### src/rtl/mem_store_unit_pkg.sv
// Shared encodings and payload types for the MEM-stage store path.
package mem_store_unit_pkg;

    localparam int unsigned DATA_W = 32;
    localparam int unsigned BE_W   = 4;

    localparam logic [1:0] SZ_BYTE = 2'b00;
    localparam logic [1:0] SZ_HALF = 2'b01;
    localparam logic [1:0] SZ_WORD = 2'b10;

    localparam logic [BE_W-1:0] BE_BYTE0   = 4'b0001;
    localparam logic [BE_W-1:0] BE_HALF_LO = 4'b0011;
    localparam logic [BE_W-1:0] BE_HALF_HI = 4'b1100;
    localparam logic [BE_W-1:0] BE_WORD    = 4'b1111;

    typedef enum logic {
        SB_IDLE  = 1'b0,
        SB_DRAIN = 1'b1
    } sb_state_e;

    typedef struct packed {
        logic [DATA_W-1:0] wdata;
        logic [BE_W-1:0]   be;
    } sb_data_t;

endpackage

### src/rtl/mem_store_unit_store_align.sv
// Combinational lane alignment of store data and byte enables, with legality check.
module store_align
    import mem_store_unit_pkg::*;
(
    input  logic [1:0]        addr_lo_i,
    input  logic [1:0]        size_i,
    input  logic [DATA_W-1:0] data_i,
    output logic [DATA_W-1:0] wdata_c_o,
    output logic [BE_W-1:0]   be_c_o,
    output logic              misalign_c_o
);

    always_comb begin
        wdata_c_o    = data_i;
        be_c_o       = '0;
        misalign_c_o = 1'b0;
        case (size_i)
            SZ_BYTE: begin
                wdata_c_o = {4{data_i[7:0]}};
                be_c_o    = BE_W'(BE_BYTE0 << addr_lo_i);
            end
            SZ_HALF: begin
                wdata_c_o    = {2{data_i[15:0]}};
                be_c_o       = addr_lo_i[1] ? BE_HALF_HI : BE_HALF_LO;
                misalign_c_o = addr_lo_i[0];
            end
            SZ_WORD: begin
                be_c_o       = BE_WORD;
                misalign_c_o = |addr_lo_i;
            end
            default: misalign_c_o = 1'b1;
        endcase
    end

endmodule

### src/rtl/mem_store_unit.sv
// MEM-stage store buffer: aligns stores, queues them, drains to data memory over valid/ack.
// Optional store-to-load hazard detection is enabled by defining STORE_FWD_EN.
module mem_store_unit
    import mem_store_unit_pkg::*;
#(
    parameter int unsigned DEPTH = 2,
    parameter int unsigned AW    = 32
) (
    input  logic              clk,
    input  logic              rst,
    input  logic              MEM_inSTVALID,
    input  logic [AW-1:0]     MEM_inADDR,
    input  logic [DATA_W-1:0] MEM_inSTDATA,
    input  logic [1:0]        MEM_inSIZE,
    output logic              MEM_outSTREADY,
    output logic              MEM_outMISALIGN,
    output logic              MEM_outSBEMPTY,
    output logic              DM_outWEN,
    output logic [AW-1:0]     DM_outADDR,
    output logic [DATA_W-1:0] DM_outWDATA,
    output logic [BE_W-1:0]   DM_outBE,
`ifdef STORE_FWD_EN
    input  logic              MEM_inLDVALID,
    input  logic [AW-1:0]     MEM_inLDADDR,
    output logic              MEM_outLDSTALL,
`endif
    input  logic              DM_inACK
);

    localparam int unsigned PW = (DEPTH > 1) ? $clog2(DEPTH) : 1;
    localparam int unsigned CW = $clog2(DEPTH) + 1;

    logic [AW-1:0]     addr_q [DEPTH];
    sb_data_t          data_q [DEPTH];
    logic [PW-1:0]     rd_ptr_q, wr_ptr_q;
    logic [CW-1:0]     count_q, count_d;
    logic              stready_q, sbempty_q, misalign_q;
    sb_state_e         state_q, state_d;

    logic [DATA_W-1:0] al_wdata;
    logic [BE_W-1:0]   al_be;
    logic              al_misalign;
    logic              accept, push, pop, wen;

    store_align u_align (
        .addr_lo_i    (MEM_inADDR[1:0]),
        .size_i       (MEM_inSIZE),
        .data_i       (MEM_inSTDATA),
        .wdata_c_o    (al_wdata),
        .be_c_o       (al_be),
        .misalign_c_o (al_misalign)
    );

    assign wen    = (state_q == SB_DRAIN);
    assign accept = MEM_inSTVALID && stready_q;
    assign push   = accept && !al_misalign;
    assign pop    = wen && DM_inACK;

    always_comb begin
        count_d = count_q;
        case ({push, pop})
            2'b10:   count_d = count_q + CW'(1);
            2'b01:   count_d = count_q - CW'(1);
            default: count_d = count_q;
        endcase
    end

    // Drain FSM: DRAIN whenever at least one entry is buffered.
    always_comb begin
        state_d = state_q;
        case (state_q)
            SB_IDLE:  if (push) state_d = SB_DRAIN;
            SB_DRAIN: if (pop && !push && (count_q == CW'(1))) state_d = SB_IDLE;
            default:  state_d = SB_IDLE;
        endcase
    end

    always_ff @(posedge clk) begin
        if (rst) begin
            state_q    <= SB_IDLE;
            count_q    <= '0;
            rd_ptr_q   <= '0;
            wr_ptr_q   <= '0;
            stready_q  <= 1'b1;
            sbempty_q  <= 1'b1;
            misalign_q <= 1'b0;
            for (int i = 0; i < int'(DEPTH); i++) begin
                addr_q[i] <= '0;
                data_q[i] <= '0;
            end
        end else begin
            state_q    <= state_d;
            count_q    <= count_d;
            stready_q  <= (count_d < CW'(DEPTH));
            sbempty_q  <= (count_d == CW'(0));
            misalign_q <= accept && al_misalign;
            if (push) begin
                addr_q[wr_ptr_q] <= {MEM_inADDR[AW-1:2], 2'b00};
                data_q[wr_ptr_q] <= '{wdata: al_wdata, be: al_be};
                wr_ptr_q         <= wr_ptr_q + PW'(1);
            end
            if (pop) rd_ptr_q <= rd_ptr_q + PW'(1);
        end
    end

    assign MEM_outSTREADY  = stready_q;
    assign MEM_outSBEMPTY  = sbempty_q;
    assign MEM_outMISALIGN = misalign_q;
    assign DM_outWEN       = wen;
    assign DM_outADDR      = addr_q[rd_ptr_q];
    assign DM_outWDATA     = data_q[rd_ptr_q].wdata;
    assign DM_outBE        = data_q[rd_ptr_q].be;

`ifdef STORE_FWD_EN
    logic [DEPTH-1:0] valid_q;

    always_ff @(posedge clk) begin
        if (rst) begin
            valid_q <= '0;
        end else begin
            if (pop)  valid_q[rd_ptr_q] <= 1'b0;
            if (push) valid_q[wr_ptr_q] <= 1'b1;
        end
    end

    // Word-granular match of an incoming load against any buffered store.
    always_comb begin
        MEM_outLDSTALL = 1'b0;
        for (int i = 0; i < int'(DEPTH); i++) begin
            if (valid_q[i] && (addr_q[i][AW-1:2] == MEM_inLDADDR[AW-1:2]))
                MEM_outLDSTALL = MEM_inLDVALID;
        end
    end
`endif

endmodule
### config.mk
export PLATFORM = sky130hd
export DESIGN_NAME = mem_store_unit
export DESIGN_NICKNAME = d
export VERILOG_FILES = /design/src/rtl/mem_store_unit_pkg.sv /design/src/rtl/mem_store_unit_store_align.sv /design/src/rtl/mem_store_unit.sv
export SDC_FILE = /design/constraint.sdc
export NUM_CORES = 1
export LEC_CHECK = 0
export CORE_ASPECT_RATIO = 1.4
export CORE_MARGIN = 2
export CORE_UTILIZATION = 51
export DETAILED_ROUTE_END_ITERATION = 8
export PLACE_DENSITY = 0.9
export SYNTH_ARGS = -nofsm -noshare
export SYNTH_HDL_FRONTEND = slang
export SYNTH_SLANG_ARGS = --single-unit
### constraint.sdc
create_clock -name clk -period 7.2 [get_ports clk]
set_input_delay 1.08 -clock clk [delete_from_list [all_inputs] [get_ports clk]]
set_output_delay 1.08 -clock clk [all_outputs]
set_load 0.02 [all_outputs]
==> results of run 1 <==
-- flip-flops by register name, indices dropped and copies added (netlist names), named ones only --
| register | flops |
|---|---|
| wr_ptr_q | 1 |
| MEM_outSBEMPTY | 1 |
| count_q | 1 |
| addr_q | 60 |
| rd_ptr_q | 1 |
| DM_outWEN | 1 |
| MEM_outMISALIGN | 1 |
| data_q | 72 |
| MEM_outSTREADY | 1 |
-- cell usage in the layout (no fill, tap or decap), drive strengths merged --
cell type / count
a22oi: 1
a221oi: 1
o21bai: 1
clkinv: 7
nor2: 67
xnor2: 5
clkinvlp: 2
a2111oi: 1
nor4b: 1
a21o: 4
a221o: 2
nand2: 6
ha: 1
a21oi: 18
bufinv: 3
and2: 77
clkdlybuf4s50: 139
clkbuf: 19
o21ai: 6
mux2: 66
or3: 2
xor2: 1
nand3b: 1
edfxtp: 132
conb: 2
inv: 5
buf: 5
mux2i: 25
nor3: 3
nand2b: 1
nor3b: 1
dfxtp: 9
-- metrics by stage --
step	hold WS (ns)	instance area, um2	total power, mW	setup WS (ns)
after detailed placement	0.508	7910	1.49	2.67
after global routing	0.560	8490	2.41	2.88
after CTS	0.517	8490	2.34	3.05
final	0.528	8490	2.33	3.02
after global placement	0.479	7910	1.47	2.74
after floorplan	0.481	6420	1.28	1.75
-- cell type report --
type,count,area (um2),area share [%]
Clock buffer,19,433,5.10
Tap cell,150,188,2.21
Inverter,4,15.0,0.177
Timing Repair Buffer,144,1430,16.8
Sequential cell,141,4150,48.8
Clock inverter,13,148,1.74
Multi-Input combinational cell,293,2130,25.1
-- routing by layer --
layer	vias to the layer above	part of all wire, %	routed length (um)	track usage (%)
met5	-	0	0	0
met4	0	4.2	624	11.3
met3	46	6.2	906	5.36
met2	207	54	7900	39.1
met1	2048	36	5280	24.9
li1	1935	-	-	-
-- critical path: stages --
cell	delay, ns
clkdlybuf4s50_1	0.85
or3_4	0.62
a21o_1	0.29
o21bai_4	0.80
buf_4	0.55
-- where the power goes --
group	internal [mW]	switching (mW)	total [mW]
registers	0.981	0.0258	1.01
logic	0.221	0.246	0.467
clock network	0.540	0.321	0.861
-- worst paths after layout --
kind | from | endpoint | slack (ns)
setup / recovery | MEM_inSIZE[0] | data_q[0][8]$_SDFFCE_PN0P_ | 3.02
hold / removal | DM_outWEN$_SDFF_PP0_ | DM_outWEN$_SDFF_PP0_ | 0.53
hold reg to reg | DM_outWEN$_SDFF_PP0_ | DM_outWEN$_SDFF_PP0_ | 0.53
setup reg to reg | MEM_outSTREADY$_SDFF_PP1_ | data_q[0][8]$_SDFFCE_PN0P_ | 4.68
-- kinds of logic (layout without fill, tap and decap cells) --
kind of cell	count (synthesis)	count (layout)
simple gates	159	159
flops	141	141
mux	91	91
buf+inv	35	180
compound gates	34	34
xor+xnor	6	6
fa+ha+maj	1	1
other cells	1	2
==> results by group, run 1 <==
Outcome
  – Outcome: completed

Synthesis
  – Mux share of post-synthesis cell area: ~15%
  – Largest area contributor in the synthesized netlist: edfxtp_1
  – Syn_area_per_cell: roughly 14 um2
  – Post-synthesis register bit count: 141
  – Largest family of logic cells by synthesized area: multiplexers
  – Top cell type's share of synthesized area: 61.8%
  – Async SR Flop Fraction: 0%
  – Xor/xnor share of the synthesized area: less than 1%
  – Syn Inst Count: ~470
  – Most used flip-flop cell after synthesis: edfxtp_1
  – Synth area leaders: edfxtp_1 62%, mux2_2 12%, and2_1 7.5%
  – Netlist Area Pre-Place: 6420 um2
  – Synth Area in Simple Gates: 12.9%
  – Most frequent cell after synthesis: edfxtp_1
  – Synth top cells by count: 132 x edfxtp_1, 77 x and2_1, 67 x nor2_1
  – Compound-Gate Fraction of Synth Area: around 3.3%
  – EDFF count, synth: 132
  – Ys Warns: 0
  – Yosys cell types: 34
  – Synth Area in Adders: less than 1%
  – Part of the Yosys area used for sequential elements: ~65%

Power and ir drop
  – Peak VDD IR: about 0.00018 V
  – Leak pwr: between 3 and 4 nW
  – Power Density: 275 nW/um2

Drt
  – Vias post-DR: 4236
  – Antenna viol nets, final: 0
  – Routed len/inst: slightly below 20 um
  – Drt pass-1 iters: 5
  – Routed WL: 14700 um
  – DRT iter0 DRCs: ~380
  – Vias/cell: around 5.5
  – # DRC: 0

Clock network
  – Cts bufs inserted: 17
  – CTS clk-pin slew, worst paths: roughly 0.060 ns
  – Clk sinks: 141
  – Root Driver: clkbuf_16
  – TritonCTS clock tree: built
  – Clock latency on the worst-skew pair: 0.41 ns
  – Post-CTS Setup Bufs: 0
  – Clk buf depth: 2
  – Cts hold-fix bufs: 0
  – H-Tree Depth: 4
  – CTS resizes: 0

Placed design
  – GP Congestion: ~0.82
  – I/O Buffers: about 140
  – Post-DP HPWL: 9780 um
  – Inst Count DP: 732

STA
  – Final Hold Viols: 0
  – FMAX: around 240 MHz
  – Worst-Margin Slew: 1.16 ns
  – Endpoints failing setup: 0
  – Fin Clk Skew: 0.00999 ns
  – Max-slew violation count: 0
  – Slew HR: approximately 22%
  – Setup TNS Final: 0 ns
  – Min cycle time layout: 4.18 ns
  – Crit share post-route: 58.0%
  – RSZ-0062 raised after global routing: false

Critical path
  – Reg2reg path depth: 4
  – Worst-path fanout max: 34
  – Worst setup SP type: input port
  – Worst path arrival time: about 4.2 ns
  – Critical Path RT: about 7.3 ns
  – Crit Path Category: in2reg
  – Setup crit end kind: flop

Min path
  – Hold Path Stages: 2
  – HP Class: reg2reg

Die
  – Initial core utilization: a little over half
  – Core Footprint: roughly 12000 um2
  – Die area: 13500 um2
  – Die width: 98.8 um
  – Row count: between 40 and 50
  – Die Y: roughly 140 um
  – Top Ports: between 100 and 150

Flow run
  – Max-Cap Viols: 0

Global route
  – Number of global-route vias before repair: between 4000 and 5000
  – Largest net degree at the start of global routing: 67
  – Initial antenna violation count: 0
  – GR Overflow Total: 0
  – First-pass GRT wire length: between 20000 and 25000 um
  – GR Util All Layers: between 20% and 30%

Cells and area
  – Fin util: between 60% and 70%
  – Layout cells sized above 1: roughly 17%
  – Fill cells: between 700 and 800
  – Area growth from synthesis to layout: 32.2%
  – Nets: approximately 670
  – Antenna Cells: 0
  – Finished Layout Cells: ~760
Power figures use the tool's default switching activity.
==> run 2: changes to the inputs <==
- CORE_UTILIZATION: 51 -> 46
- PLACE_DENSITY: 0.9 -> 0.86
- clock period: 7.2 -> 3.7 ns (I/O delays scaled with it)
==> results by group, run 2 (same netlist as run 1, synthesis figures left out) <==
Outcome
  – Outcome: completed

STA
  – Endpoints failing setup: 0
  – Min cycle time layout: around 3.1 ns
  – FMAX: roughly 320 MHz
  – RSZ-0062 raised after global routing: false
  – Crit share post-route: a little over four fifths
  – Fin Clk Skew: 0.0112 ns
  – Slew HR: about two fifths
  – Setup TNS Final: 0 ns
  – Worst-Margin Slew: between 0.9 and 1 ns
  – Max-slew violation count: 0
  – Final Hold Viols: 0
  – Post-route setup slack: between 0.6 and 0.7 ns

Cells and area
  – Register area: about 4100 um2
  – Area growth from synthesis to layout: 34.7%
  – Antenna Cells: 0
  – Biggest register: data_q
  – Most frequent cells in the layout: 139 x clkdlybuf4s50_1, 132 x edfxtp_1, 77 x and2_1
  – Nets: 675
  – Leading cell type in the layout, fill and taps excluded: clkdlybuf4s50_1
  – Fill cells: around 1100
  – Layout cells sized above 1: a little under a fifth
  – Largest regs: data_q: 72 flops, addr_q: 60 flops
  – Multi-input logic area: roughly 2100 um2
  – Max reg flops: 72

Drt
  – Antenna viol nets, final: 0
  – Routed len/inst: 18.3 um
  – Vias post-DR: around 4200
  – # DRC: 0
  – Vias/cell: 5.24
  – Routed WL: around 15000 um
  – Drt pass-1 iters: 5
  – DRT iter0 DRCs: 196

Min path
  – Hold Path Stages: 2
  – HP Class: reg2reg
  – Hold Crit Start: DM_outWEN$_SDFF_PP0_
  – Worst Hold Path EP: DM_outWEN$_SDFF_PP0_

Die
  – Die Y: 144 um
  – Core Footprint: about 14000 um2
  – Initial core utilization: ~47%
  – Die area: between 10000 and 15000 um2
  – Row count: just over 50
  – Die width: 104 um
  – Top Ports: 142

Flow run
  – Max-Cap Viols: 0

Global route
  – Largest net degree at the start of global routing: 67
  – First-pass GRT wire length: approximately 22000 um
  – GR Overflow Total: 0
  – GR Util All Layers: between 10% and 20%
  – Initial antenna violation count: 0
  – Number of global-route vias before repair: 4274

Critical path
  – CP max stage cell: dfxtp_2
  – Worst-path fanout max: just over 40
  – CP bufs+invs: 2
  – Cell family with most CP delay: buffers and inverters
  – Crit Path Category: reg2out
  – Setup crit end kind: primary output
  – Origin of the critical flop-to-flop path: MEM_outSTREADY$_SDFF_PP1_
  – Worst path arrival time: around 2.5 ns
  – Worst setup SP type: flop
  – Reg2reg path depth: 4
  – Crit-path cells: buf_12, mux2_2, clkdlybuf4s50_1
  – Reg-to-Reg End: addr_q[1][1]$_SDFFCE_PN0P_
  – R2R setup slack: approximately 1.8 ns
  – Critical Path RT: 3.14 ns
  – Worst path max stage delay: approximately 0.81 ns

Clock network
  – CTS clk-pin slew, worst paths: ~0.06 ns
  – Clk buf depth: 2
  – Cts bufs inserted: 17
  – Root Driver: clkbuf_16
  – Clock latency on the worst-skew pair: 0.41 ns
  – H-Tree Depth: 4
  – Clk sinks: around 140
  – Post-CTS Setup Bufs: 0
  – Cts hold-fix bufs: 0
  – TritonCTS clock tree: built
  – CTS resizes: 0

Power and ir drop
  – Power Density: about 540 nW/um2
  – Peak VDD IR: 0.000331 V
  – Leak pwr: 3.24 nW
  – Tot Pwr: 4.65 mW

Placed design
  – I/O Buffers: 139
  – GP Congestion: between 0.9 and 1
  – DP Worst Slack: approximately 0.74 ns
  – Post-DP HPWL: 9920 um
==> run 2: cell types whose count changed in the layout (fill, tap and decap cells not counted), sizes merged <==
cell      change
buf           +3
bufinv        +1
clkbuf        -1
clkinv        -2
clkinvlp      +1
inv           +1
==> run 2: worst register-to-register path, stage by stage (launching register included) <==
cell     delay, ns
dfxtp_1       0.37
nand2_1       0.15
a21oi_4       0.26
a21o_2        0.54
buf_12        0.27
==> run 2: power breakdown <==
group | switching (mW) | internal, mW
Combinational | 0.466 | 0.442
Clock | 0.643 | 1.13
Sequential | 0.0630 | 1.91
==> run 2: how the worst max path moves through the flow <==
stage          slack, ns  cells after the start                          to
5_1_grt             0.50                      3             DM_outWDATA[17]
2_1_floorplan       0.18                      4  addr_q[0][0]$_SDFFCE_PN0P_
3_5_place_dp        0.74                      5  addr_q[1][8]$_SDFFCE_PN0P_
3_3_place_gp        0.84                      5  addr_q[1][6]$_SDFFCE_PN0P_
6_report            0.61                      3             DM_outWDATA[17]
4_1_cts             0.57                      3             DM_outWDATA[17]
==> run 2: stage by stage <==
stage               std cells  utilization, %  hold slack [ns]  area (um2)
finish                    802            62.7            0.504        8640
global route              802            62.7            0.558        8640
CTS                       802            62.7            0.509        8640
detailed placement        770            58.2            0.497        8020
global placement          770            58.2            0.475        8020
floorplan                 469               -            0.481        6420
==> run 2: layout make-up <==
cell class	instances	area share (%)
timing repair buffer	147	17.4
sequential	141	48.0
tap	185	2.68
inverter	4	0.174
multi-input combinational	293	24.6
clock inverter	14	2.23
clock buffer	18	4.96
==> run 2: per-layer routing <==
metal	up-vias	global-route usage (%)	wire length (um)
li1	1941	-	-
met1	2052	22.4	5500
met2	192	36.8	8140
met3	19	4.35	845
met4	0	6.61	195
met5	-	0	0
==> run 3: changes to the inputs <==
- CORE_UTILIZATION: 46 -> 51
- PLACE_DENSITY: 0.86 -> 0.9
- clock period: 3.7 -> 3.14 ns (I/O delays scaled with it)
==> results by group, run 3 (same netlist as run 1, synthesis figures left out) <==
Outcome
  – Outcome: completed

Cells and area
  – Area growth from synthesis to layout: 33.2%
  – Max reg flops: between 70 and 80
  – Biggest register: data_q
  – Most frequent cells in the layout: 139 x clkdlybuf4s50_1, 132 x edfxtp_1, 77 x and2_1
  – Finished Layout Cells: between 700 and 800
  – Fin util: 69.4%
  – Largest regs: data_q: 72 flops, addr_q: 60 flops
  – Antenna Cells: 0
  – Layout cells sized above 1: 17.1%
  – Leading cell type in the layout, fill and taps excluded: clkdlybuf4s50_1
  – Nets: approximately 680

Clock network
  – CTS resizes: 0
  – TritonCTS clock tree: built
  – Clk buf depth: 2
  – Root Driver: clkbuf_16
  – Clk sinks: between 100 and 150
  – H-Tree Depth: 4
  – Clock latency on the worst-skew pair: around 0.40 ns
  – Cts bufs inserted: 17
  – Cts hold-fix bufs: 0
  – Post-CTS Setup Bufs: 0
  – CTS clk-pin slew, worst paths: around 0.05 ns

Die
  – Initial core utilization: around 52%
  – Core Footprint: ~12000 um2
  – Row count: 48
  – Die Y: around 140 um
  – Die area: ~14000 um2
  – Top Ports: 142
  – Die width: 98.8 um

STA
  – Fin Clk Skew: 0.0103 ns
  – RSZ-0062 raised after global routing: false
  – Slew HR: between 40% and 50%
  – FMAX: 361 MHz
  – Endpoints failing setup: 0
  – Worst-Margin Slew: about 0.85 ns
  – Final Hold Viols: 0
  – Setup TNS Final: 0 ns
  – Min cycle time layout: around 2.8 ns
  – Max-slew violation count: 0
  – Crit share post-route: slightly below 90%

Critical path
  – Crit-path cells: buf_12, mux2_2, clkdlybuf4s50_1
  – Worst path max stage delay: between 0.5 and 0.6 ns
  – Setup crit end kind: primary output
  – CP bufs+invs: 2
  – CP max stage cell: dfxtp_2
  – Worst path arrival time: 2.30 ns
  – Cell family with most CP delay: buffers and inverters
  – Critical Path RT: between 2 and 3 ns
  – Worst-path fanout max: 53
  – Worst setup SP type: flop
  – Crit Path Category: reg2out

Power and ir drop
  – Tot Pwr: between 5 and 6 mW
  – Power Density: slightly above 600 nW/um2
  – Peak VDD IR: 0.000381 V
  – Leak pwr: roughly 3.2 nW

Placed design
  – I/O Buffers: 139
  – Inst Count DP: around 740
  – GP Congestion: ~0.83
  – Post-DP HPWL: between 9000 and 10000 um

Drt
  – Metal3 WL: 753 um
  – Antenna viol nets, final: 0
  – Drt pass-1 iters: 5
  – DR top layer: met4
  – Routed WL: between 10000 and 15000 um
  – Routed met1 length: around 5400 um
  – Met2 WL: approximately 8000 um
  – Routed len/inst: between 15 and 20 um
  – Vias/cell: ~5.5
  – # DRC: 0
  – DRT iter0 DRCs: between 200 and 300
  – Vias post-DR: around 4200

Min path
  – HP Class: reg2reg

Flow run
  – Max-Cap Viols: 0

Global route
  – Initial antenna violation count: 0
  – Number of global-route vias before repair: between 4000 and 5000
  – GR Util All Layers: ~22%
  – GR Overflow Total: 0
  – First-pass GRT wire length: between 20000 and 25000 um
  – Largest net degree at the start of global routing: between 60 and 70
run 3: final cells by class:
class,instances,area (um2)
Sequential cell,141,4150
Fill cell,816,3770
Multi-Input combinational cell,293,2130
Timing Repair Buffer,149,1500
Clock buffer,29,500
Tap cell,150,188
Clock inverter,3,63.8
Inverter,4,15.0
run 3: per-layer routing:
metal | GRT usage [%] | vias up
met5 | 0 | -
met4 | 8.98 | 0
met3 | 4.29 | 23
met2 | 40.2 | 185
met1 | 25.4 | 2085
li1 | - | 1943
run 3: worst paths after layout:
check | start | to | slack, ns | cells after the start
max reg2reg | wr_ptr_q$_SDFFE_PP0P_ | data_q[0][24]$_SDFFCE_PN0P_ | 1.20 | 3
max | flop | DM_outWDATA[16] | 0.37 | 3
min reg2reg | DM_outWEN$_SDFF_PP0_ | DM_outWEN$_SDFF_PP0_ | 0.49 | 2
min | DM_outWEN$_SDFF_PP0_ | DM_outWEN$_SDFF_PP0_ | 0.49 | 2
run 3: worst min-delay path, cell delays in order (launching register included):
cell,delay (ns)
dfxtp_1,0.32
nand2_1,0.06
a21oi_1,0.05
run 3: metrics by stage:
stage,instance area (um2),setup WS [ns],hold slack [ns]
detailed placement,7980,0.309,0.482
finish,8550,0.367,0.491
global placement,7980,0.423,0.479
floorplan,6430,0.0366,0.481
global route,8550,0.292,0.508
CTS,8550,0.351,0.491
run 3: power by group:
group | switching (mW) | internal, mW
logic | 0.559 | 0.521
registers | 0.0629 | 2.25
clock network | 0.680 | 1.23
total | 1.30 | 4.00
